==> config.mk <==
export PLATFORM = sky130hd
export DESIGN_NAME = hd_pair_deser
export DESIGN_NICKNAME = d
export VERILOG_FILES = /design/src/rtl/hd_pkg.sv /design/src/rtl/hd_syndrome.sv /design/src/rtl/hd_pair_deser.sv
export SDC_FILE = /design/constraint.sdc
export NUM_CORES = 1
export LEC_CHECK = 0
export ABC_AREA = 1
export CORE_MARGIN = 4
export CORE_UTILIZATION = 48
export DETAILED_ROUTE_END_ITERATION = 7
export GPL_ROUTABILITY_DRIVEN = 0
export PLACE_DENSITY = 0.74
export SLEW_MARGIN = 0
export SYNTH_ARGS = -nofsm -noshare
export SYNTH_HDL_FRONTEND = slang
export SYNTH_SLANG_ARGS = --single-unit
==> constraint.sdc <==
create_clock -name clk -period 1.34 [get_ports clk]
set_clock_uncertainty 0.1 [all_clocks]
set_input_delay 0.335 -clock clk [delete_from_list [all_inputs] [get_ports clk]]
set_output_delay 0.335 -clock clk [all_outputs]
set_load 0.005 [all_outputs]
==> src/rtl/hd_pkg.sv <==
// Shared definitions for the Hamming(7,4) pair deserializer and decoder:
// frame geometry, FSM state encoding and the syndrome calculation.
package hd_pkg;

   localparam int CW_W       = 7;
   localparam int FRAME_BITS = 2 * CW_W;
   localparam int CNT_W      = 4;

   typedef enum logic [1:0] {
      IDLE,
      SHIFT,
      HOLD
   } state_t;

   // Bits are {s2, s1, s0}. An all-zero result means the word has no detected error.
   function automatic logic [2:0] hd_calc_syndrome(input logic [CW_W-1:0] w);
      return {w[6] ^ w[3] ^ w[2] ^ w[1],
              w[5] ^ w[3] ^ w[2] ^ w[0],
              w[4] ^ w[3] ^ w[1] ^ w[0]};
   endfunction

endpackage

==> src/rtl/hd_syndrome.sv <==
// Combinational syndrome of one 7-bit Hamming code word.
module hd_syndrome
   import hd_pkg::*;
(
   input  logic [CW_W-1:0] word,
   output logic [2:0]      syn
);

   assign syn = hd_calc_syndrome(word);

endmodule

==> src/rtl/hd_pair_deser.sv <==
// Collects 14 serial bits into two 7-bit code words, offered downstream with
// valid/ready. Stalled partial frames are dropped. HD_SYNDROME_EN adds the syn1/syn2 outputs.
module hd_pair_deser
   import hd_pkg::*;
#(
   parameter int GAP_MAX = 8,
   parameter int GAP_W   = 4
) (
   input  logic            clk,
   input  logic            rst,
   input  logic            in_valid,
   input  logic            in_bit,
   output logic            in_ready,
   output logic [CW_W-1:0] code_word1,
   output logic [CW_W-1:0] code_word2,
   output logic            out_valid,
   input  logic            out_ready,
`ifdef HD_SYNDROME_EN
   output logic [2:0]      syn1,
   output logic [2:0]      syn2,
`endif
   output logic            frame_err
);

   localparam logic [CNT_W-1:0] LAST_BIT = CNT_W'(FRAME_BITS - 1);
   localparam logic [GAP_W-1:0] GAP_LIM  = GAP_W'(GAP_MAX);

   state_t                  state;
   state_t                  state_nxt;
   logic [CNT_W-1:0]        cnt;
   logic [GAP_W-1:0]        gap;
   logic [GAP_W-1:0]        gap_inc;
   logic [FRAME_BITS-2:0]   shreg;
   logic [FRAME_BITS-1:0]   frame_nxt;
   logic                    accept;
   logic                    done;
   logic                    abort;

   assign in_ready  = !rst && (state != HOLD);
   assign out_valid = (state == HOLD);
   assign accept    = in_valid && in_ready;
   assign gap_inc   = gap + 1'b1;
   // The first bit received lands in frame_nxt[13], i.e. code_word1[6].
   assign frame_nxt = {shreg, in_bit};

   always_ff @(posedge clk) begin
      if (rst) state <= IDLE;
      else     state <= state_nxt;
   end

   // NOTE: every output of this block gets a default first so no path leaves it unassigned (no latches).
   always_comb begin
      state_nxt = state;
      done      = 1'b0;
      abort     = 1'b0;
      unique case (state)
         IDLE: begin
            if (accept) state_nxt = SHIFT;
         end
         SHIFT: begin
            if (accept) begin
               if (cnt == LAST_BIT) begin
                  done      = 1'b1;
                  state_nxt = HOLD;
               end
            end else if ((GAP_MAX != 0) && (gap_inc == GAP_LIM)) begin
               abort     = 1'b1;
               state_nxt = IDLE;
            end
         end
         HOLD: begin
            if (out_ready) state_nxt = IDLE;
         end
         default: state_nxt = IDLE;
      endcase
   end

   // NOTE: state registers use non-blocking assignments so all flops update together at the edge.
   always_ff @(posedge clk) begin
      if (rst) begin
         cnt        <= '0;
         gap        <= '0;
         shreg      <= '0;
         code_word1 <= '0;
         code_word2 <= '0;
         frame_err  <= 1'b0;
      end else begin
         frame_err <= abort;
         if (accept) begin
            shreg <= frame_nxt[FRAME_BITS-2:0];
            gap   <= '0;
            cnt   <= done ? '0 : cnt + 1'b1;
         end else if (abort) begin
            cnt <= '0;
            gap <= '0;
         end else if (state == SHIFT) begin
            gap <= gap_inc;
         end
         if (done) begin
            code_word1 <= frame_nxt[FRAME_BITS-1:CW_W];
            code_word2 <= frame_nxt[CW_W-1:0];
         end
      end
   end

`ifdef HD_SYNDROME_EN
   logic [2:0] syn1_nxt;
   logic [2:0] syn2_nxt;

   hd_syndrome u_syn1 (
      .word (frame_nxt[FRAME_BITS-1:CW_W]),
      .syn  (syn1_nxt)
   );

   hd_syndrome u_syn2 (
      .word (frame_nxt[CW_W-1:0]),
      .syn  (syn2_nxt)
   );

   // Loaded alongside the code words so the syndromes always describe the held frame.
   always_ff @(posedge clk) begin
      if (rst) begin
         syn1 <= '0;
         syn2 <= '0;
      end else if (done) begin
         syn1 <= syn1_nxt;
         syn2 <= syn2_nxt;
      end
   end
`endif

endmodule

Word level (Yosys, flattened, before mapping)
Cells that the tools add are included.
- $add $sub $neg: 2
- equality and inequality tests: 9
- muxes and demuxes: 15
- reductions and logical operators: 7
- operators with widths (operator ; count):
    4-bit 2-to-1 mux ; 3
    2-bit 2-to-1 mux ; 5
    4-bit by 1-bit adder with 4-bit output (second input constant) ; 2
    4-bit == test (second input constant) ; 2
    1-bit 2-to-1 mux ; 6
    3-bit inequality test (second input constant) ; 2
    2-bit one-hot mux with 3 select lines ; 1
    2-bit inequality test (second input constant) ; 2
    4-bit AND reduction ; 1
    3-bit OR reduction ; 1
    2-bit by 1-bit == test with 1-bit output (second input constant) ; 1
    2-bit == test (second input constant) ; 1
    1-bit logical AND ; 2
    2-bit zero test ; 1
    2-bit by 1-bit inequality test with 1-bit output (second input constant) ; 1
    2-bit nonzero test ; 1
    1-bit zero test ; 1
- bits in registers: 38
- output and inout bits: 17

Logic depth before layout (Yosys ltp)
Gate-level depths: netlist of run 1.
- depth after elaboration: 7
- gate-level depth with buffers: 10

Worst setup path after synthesis of run 1
Ideal clock, no wire load.
- path kind: reg2reg
- from: register cnt[0]
- to: register code_word1[2]
- setup time: 0.119 ns
- arrival time: 1.142 ns
- required time: 1.121 ns
- path slack: -0.022 ns
- stages on the path, launching flop included: 6
- path buffers: 1
- period minus slack after synthesis: 1.362 ns
- cell sequence: dfxtp_1 -> ha_1 -> nand3_2 -> nor2_8 -> buf_2 -> a21oi_1
- cells in the longest elaborated chain, start to end: 4
- RTL lines (item ; RTL line ; source):
    start, declared ; hd_pair_deser.sv:30 ; logic [CNT_W-1:0] cnt;
    start signal, assigned ; hd_pair_deser.sv:92 ; cnt <= done ? '0 : cnt + 1'b1;
    4-bit == test ; hd_pair_deser.sv:62 ; if (cnt == LAST_BIT) begin
    1-bit 2-to-1 mux ; hd_pair_deser.sv:62 ;
    1-bit 2-to-1 mux ; hd_pair_deser.sv:61 ; if (accept) begin
    1-bit 2-to-1 mux ; hd_pair_deser.sv:56 ; unique case (state)
    end signal, assigned ; hd_pair_deser.sv:100 ; code_word1 <= frame_nxt[FRAME_BITS-1:CW_W];
    end, declared ; hd_pair_deser.sv:14 ; output logic [CW_W-1:0] code_word1,
Every way passes these cells.
A chain may end at the register's enable or synchronous reset.

Worst setup path after layout of run 1
- from: register state[0]
- to: output in_ready
- cells in the longest elaborated chain, start to end: 2
- RTL lines (item ; RTL line ; source):
    start, declared ; hd_pair_deser.sv:28 ; state_t state;
    start signal, assigned ; hd_pair_deser.sv:48 ; else state <= state_nxt;
    2-bit inequality test ; hd_pair_deser.sv:39 ; assign in_ready = !rst && (state != HOLD);
    1-bit logical AND ; hd_pair_deser.sv:39 ;
    end, declared ; hd_pair_deser.sv:13 ; output logic in_ready,
Every way passes these cells.

==> results of run 1 <==
-- cell usage after synthesis, drive strengths merged --
library cell,n,area share
a21oi,19,0.062
buf,6,0.031
clkbuf,2,0.0055
dfxtp,38,0.48
ha,3,0.024
inv,26,0.062
nand2,16,0.044
nand3,22,0.081
nand3b,1,0.013
nand4,3,0.021
nor2,13,0.051
o21ai,32,0.11
or2,1,0.0040
xnor2,2,0.011
xor2,1,0.0055
-- path summary, 6_finish.rpt --
path                                            start  cells past startpoint  slack (ns)                          to
worst max register to register  state[1]$_SDFFE_PP0P_                      7       -0.08  code_word2[2]$_SDFFE_PP0P_
worst min register to register  shreg[9]$_SDFFE_PP0P_                      2        0.37  code_word1[3]$_SDFFE_PP0P_
worst max-delay path            state[0]$_SDFFE_PP0P_                      5       -0.11                    in_ready
worst min-delay path                              rst                      4        0.29       state[0]$_SDFFE_PP0P_
-- repair_timing --
| action | 4_1_cts | 5_1_grt |
|---|---|---|
| pin swaps | 3 | 6 |
| cloned | 1 | 0 |
| setup endpoints to repair | 49 | 48 |
| resized for setup | 82 | 42 |
| setup buffers | 4 | 6 |
-- cells by family after synthesis --
family	count (synthesis)
flops	38
xor+xnor	3
buf+inv	34
simple gates	56
fa+ha+maj	3
compound gates	51
-- flip-flops by register name, summed over array words and instances (netlist names) --
name	count
gap	4
code_word2	7
frame_err	1
cnt	4
state	2
code_word1	7
shreg	13
-- power groups by stage --
stage,sequential [W],combinational [W],clock [W]
3_3_place_gp,0.00117,0.000141,0
4_1_cts,0.00115,0.000151,0.000651
5_1_grt,0.00115,0.000195,0.000700
6_report,0.00115,0.000178,0.000634
3_5_place_dp,0.00118,0.000147,0
2_1_floorplan,0.00118,0.0000856,0
-- area by class of cell --
cell class	instances	area, um^2	area share
Timing Repair Buffer	47	402	0.184
Clock buffer	6	51.3	0.0235
Sequential cell	38	793	0.364
Inverter	26	103	0.0471
Clock inverter	2	12.5	0.00574
Multi-Input combinational cell	113	763	0.350
Tap cell	44	55.1	0.0253
-- through the flow --
step	setup slack (ns)	instances	util
final	-0.111	276	0.702
after global routing	-0.168	276	0.702
after CTS	-0.135	270	0.675
after detailed placement	-0.562	259	0.627
after global placement	-0.563	259	0.627
after floorplan	0.00752	185	-
-- per-layer routing --
layer,GRT usage,vias up,part of all wire
met2,0.305,27,0.50
met4,0.0725,0,0.019
met1,0.192,646,0.44
met5,0,-,0
li1,-,709,-
met3,0.0581,6,0.041
-- worst max-delay path, delay by kind of cell, from the launching register on --
kind | cells | cell delay [ns]
simple gates | 2 | 0.10
buf+inv | 3 | 0.23
flops | 1 | 0.34
==> run summary, run 1 <==
Number of nets in the layout: 239
Vias in the first global route: 1404
Hold crit path type: in2reg
Slowest stage delay, CP: 0.34 ns
Min Tclk post-route: 1.45 ns
Maxcap violations: 0
Antenna Nets Post-Route: 0
Die Wd: 65.4 um
CTS clk-pin slew, worst paths: 0.12 ns
Vias per std cell: 5.03
Layout cells sized above 1: 0.470
Total power: 0.00196 W
Area Growth Syn to Fin: 37.6%
WL/cell: 12.5 um
Via count: 1388
Switching share of power: 0.250
Least-Margin Pin Slew: 0.252 ns
Post-Synthesis Cell Area: 1580 um^2
Root Buffer: clkbuf_4
Number of remaining DRC errors: 0
Clk_lat worst skew: 0.35 ns
Initial Utilization: 0.510
Iteration-0 DRC Markers: 65
Max clock buf depth: 2
Avg Inst Size Synth: 8.56 um^2
P_leak: 0.915 nW
Htree depth: 2
Logic pwr share: 0.091
Slew HR: 0.832
Post-Route Setup TNS: -0.995 ns
P_int: 0.00147 W
Worst EP required: 0.90 ns
Worst hold slack: 0.291 ns
Initial DRT Pass Iterations: 4
Initial antenna violation count: 0
Total track usage: 0.174
Slowest-stage cell, CP: dfxtp_2
CTS Buf Count: 5
Crit start category: register
Die footprint: 4280 um^2
Register share of total power: 0.586
Status: complete, but fails checks
Layout fillers: 259
I/O pin count: 22
# diodes: 0
Post-synthesis mux area share: 0
Largest family of logic cells by synthesized area: simple AND/OR/NAND/NOR gates
Register bit total from synthesis: 38
Failing checks: negative setup slack
Sequential cell area fraction in the yosys report: 0.480
Post-Place Cell Area: 1940 um^2
# rows: 20
Synth Area in Simple Gates: 0.213
Synth Area in XOR/XNOR: 0.0166
Synth Area in Adders: 0.0237
Hpwl dp: 2300 um
Commonest non-fill, non-tap cell in the layout: o21ai_1
Input/output buffers: 21
Final worst slack: -0.111 ns
Critical Path AT: 1.02 ns
Core area: 3100 um^2
Max Fanout on Critical Path: 3
Hold-fix buffers, CTS: 0
CP Capture Type: primary output
Synth Net Count: 193
Fmax achieved: 689 MHz
Cells after Synth: 185
Die boundary height: 65.4 um
YS warnings: 0
Largest net degree at the start of global routing: 28
Post-Route WL: 3450 um
CTS tree: built
Sink Count: 38
Synth cell types: 28
Commonest non-fill, non-tap cells in the layout: o21ai_1, inv_1, dfxtp_2, dfxtp_1
Critical path class: reg2out
PwrDens: 900 nW/um^2
Psw: 0.000490 W
Tcrit/Tclk final: 1.08
Setup violations, final: 16
Synth Area in Compound Gates: 0.168
Clk pwr share: 0.323
Max Slew Vio Count: 0
Crit-path cells: inv_2 > nand2_4 > nand2_2 > inv_1 > buf_2
Global-route wire length before repair: 5780 um
Final hold vios: 0
Worst VDD drop: 0.000615 V
RSZ-0062 raised after global routing: true
GRT Residual Overflow: 0
Final instance area: 2180 um^2
No activity file was read; power rests on OpenSTA's default activity.
==> run 2: changes to the inputs <==
--- a/config.mk
+++ b/config.mk
@@ -5,12 +5,12 @@
 export SDC_FILE = /design/constraint.sdc
 export NUM_CORES = 1
 export LEC_CHECK = 0
-export ABC_AREA = 1
+export ABC_AREA = 0
 export CORE_MARGIN = 4
-export CORE_UTILIZATION = 48
+export CORE_UTILIZATION = 47
 export DETAILED_ROUTE_END_ITERATION = 7
 export GPL_ROUTABILITY_DRIVEN = 0
-export PLACE_DENSITY = 0.74
+export PLACE_DENSITY = 0.73
 export SLEW_MARGIN = 0
 export SYNTH_ARGS = -nofsm -noshare
 export SYNTH_HDL_FRONTEND = slang
==> run 2 against run 1 <==
The run still ends with negative setup slack left. Final cell count shrank 4.0%. Sequential power is essentially flat. First-iteration DRC count shrank 71%. Sequential cell count is the same. Clock-buffer cell count shrank 1. Routed wire length grew 4.2%. Global-route usage grew 0.80 points. Non-clock buffer count grew 13. Total power shrank 1.9%. Register-to-register slack lost 0.19 ns.
==> run summary, run 2 <==
Status: complete, but fails checks
Failing checks: negative setup slack
Hold path depth: 2
Cells after Synth: 163
GRT Residual Overflow: 0
Initial antenna violation count: 0
Total track usage: 0.182
Clk pwr share: 0.288
RSZ-0062 raised after global routing: true
Iteration-0 DRC Markers: 19
Psw: 0.000473 W
Die footprint: 4300 um^2
Largest Register: shreg
P_int: 0.00145 W
Number of remaining DRC errors: 0
Top flop regs: shreg x13, code_word1 x7, code_word2 x7
Number of nets in the layout: 229
Htree depth: 2
Synth Area in Compound Gates: 0.0891
Top FF cell, synth: dfxtp_1
Post-Route WL: 3590 um
Max Fanout on Critical Path: 9
Synth cell types: 36
Worst VDD drop: 0.000484 V
Largest family of logic cells by synthesized area: simple AND/OR/NAND/NOR gates
Vias per std cell: 5.01
Die Wd: 65.6 um
Hold crit path type: reg2reg
Commonest non-fill, non-tap cells in the layout: buf_4, dfxtp_2, dfxtp_1, nor2_1
Worst r2r path cells: 7
Sink Count: 38
I/O pin count: 22
Layout cells sized above 1: 0.529
Commonest cells post-synth: dfxtp_1, nor2_1, nand2_1
Count leader, synth: dfxtp_1
Hpwl dp: 2200 um
PwrDens: 855 nW/um^2
Min Tclk post-route: 1.61 ns
Post-synth EDFFs: 0
CTS clk-pin slew, worst paths: 0.11 ns
Worst EP required: 1.48 ns
Clk_lat worst skew: 0.34 ns
Register share of total power: 0.602
Critical Path AT: 1.75 ns
Avg Inst Size Synth: 9.56 um^2
Global-route wire length before repair: 6040 um
Least-Margin Pin Slew: 0.318 ns
Logic pwr share: 0.110
Die boundary height: 65.6 um
Slowest stage delay, CP: 0.34 ns
Synth Net Count: 171
Slew HR: 0.787
WP buf/inv: 2
Post-synthesis mux area share: 0.0963
Area Growth Syn to Fin: 44.4%
WP depth: 7
Crit start category: register
Setup violations, final: 38
CTS tree: built
Vias in the first global route: 1389
Synth Area in Adders: 0.0241
Register bit total from synthesis: 38
Top cells by area, synth: dfxtp_1, mux2i_1, nand2b_1
Input/output buffers: 21
Synth area leader: dfxtp_1
Synth Area in Simple Gates: 0.224
Critical path class: reg2reg
Crit-path cells: inv_2 > ha_4 > and3_4 > and4b_1 > buf_6 > mux2i_1 > nor2_1
Dpl ws: -0.538 ns
YS warnings: 0
Sequential cell area fraction in the yosys report: 0.488
Via count: 1327
Crit-path leading delay family: simple AND/OR/NAND/NOR gates
Initial DRT Pass Iterations: 4
Switching share of power: 0.246
Layout fillers: 254
Synth Area in XOR/XNOR: 0.0225
Max clock buf depth: 2
Maxcap violations: 0
Largest net degree at the start of global routing: 17
Slowest-stage cell, CP: dfxtp_2
Max FFs per register: 13
Final worst slack: -0.267 ns
Fmax achieved: 622 MHz
Root Buffer: clkbuf_4
Final core area utilization: 0.725
Fraction of registers with async set/reset: 0
CP Capture Type: register
CTS Buf Count: 5
Commonest non-fill, non-tap cell in the layout: buf_4
Tcrit/Tclk final: 1.20
Post-Synthesis Cell Area: 1560 um^2
P_leak: 0.920 nW
Max Slew Vio Count: 0
Antenna Nets Post-Route: 0
WL/cell: 13.5 um
Initial Utilization: 0.502
Synth top area share: 0.488
Final hold vios: 0
# rows: 20
Core area: 3100 um^2
# diodes: 0
[run 2: cell count changes after synthesis, sizes merged, moves of 2 or more]
cell / previous run / this run
mux2i: 0 / 15
o22ai: 0 / 2
nand4: 3 / 1
nor2: 13 / 20
nor2b: 0 / 2
nand2b: 0 / 15
nand3: 22 / 1
a21oi: 19 / 1
o21ai: 32 / 15
nor3: 0 / 2
inv: 26 / 5
[run 2: power by group through the flow]
| stage | Combinational, W | Clock [W] | Sequential [W] |
|---|---|---|---|
| final | 0.000212 | 0.000553 | 0.00116 |
| after floorplan | 0.0000752 | 0 | 0.00118 |
| after detailed placement | 0.000139 | 0 | 0.00118 |
| after global placement | 0.000133 | 0 | 0.00118 |
| after global routing | 0.000229 | 0.000626 | 0.00116 |
| after CTS | 0.000183 | 0.000561 | 0.00116 |
[run 2: final timing paths]
path	from	endpoint	slack, ns
max reg2reg	cnt[1]$_SDFFE_PP0P_	code_word1[0]$_SDFFE_PP0P_	-0.27
min	shreg[9]$_SDFFE_PP0P_	shreg[10]$_SDFFE_PP0P_	0.38
max	cnt[1]$_SDFFE_PP0P_	code_word1[0]$_SDFFE_PP0P_	-0.27
min reg2reg	shreg[9]$_SDFFE_PP0P_	shreg[10]$_SDFFE_PP0P_	0.38
[run 2: timing repair]
item	CTS	global route
resized for setup	86	48
gates cloned	2	0
buffers inserted	9	6
hold buffers	0	0
setup endpoints to repair	53	53
pin swaps	15	12
[run 2: final cells by class]
| class | count | area [um^2] | area share |
|---|---|---|---|
| Multi-Input combinational cell | 111 | 860 | 0.382 |
| Sequential cell | 38 | 788 | 0.350 |
| Timing Repair Buffer | 60 | 482 | 0.214 |
| Tap cell | 44 | 55.1 | 0.0245 |
| Clock buffer | 5 | 37.5 | 0.0167 |
| Inverter | 5 | 18.8 | 0.00834 |
| Clock inverter | 2 | 10.0 | 0.00445 |
[run 2: metrics by stage]
stage | hold slack, ns | setup TNS (ns) | total power [W] | instances | instance area (um^2)
after floorplan | 0.312 | -2.22 | 0.00126 | 163 | 1570
after global placement | 0.356 | -15.00 | 0.00131 | 241 | 1920
after detailed placement | 0.360 | -16.30 | 0.00132 | 241 | 1920
after CTS | 0.362 | -5.14 | 0.00190 | 259 | 2160
after global routing | 0.391 | -9.39 | 0.00202 | 265 | 2250
final | 0.378 | -6.42 | 0.00192 | 265 | 2250
[run 2: layer usage]
metal | track usage | vias to the layer above | share of wire
li1 | - | 662 | -
met1 | 0.200 | 637 | 0.43
met2 | 0.332 | 21 | 0.52
met3 | 0.0410 | 7 | 0.038
met4 | 0.0777 | 0 | 0.013
met5 | 0 | - | 0
[run 2: kinds of logic (layout without fill, tap and decap cells)]
kind of cell / after synthesis / after routing
xor+xnor: 4 / 4
simple gates: 65 / 65
fa+ha+maj: 3 / 3
buf+inv: 14 / 72
flops: 38 / 38
compound gates: 24 / 24
mux: 15 / 15
[run 2: tightest hold or removal path: stages (launching register included)]
cell	delay, ns
dfxtp_1	0.35
nand2_2	0.06
o21ai_1	0.04
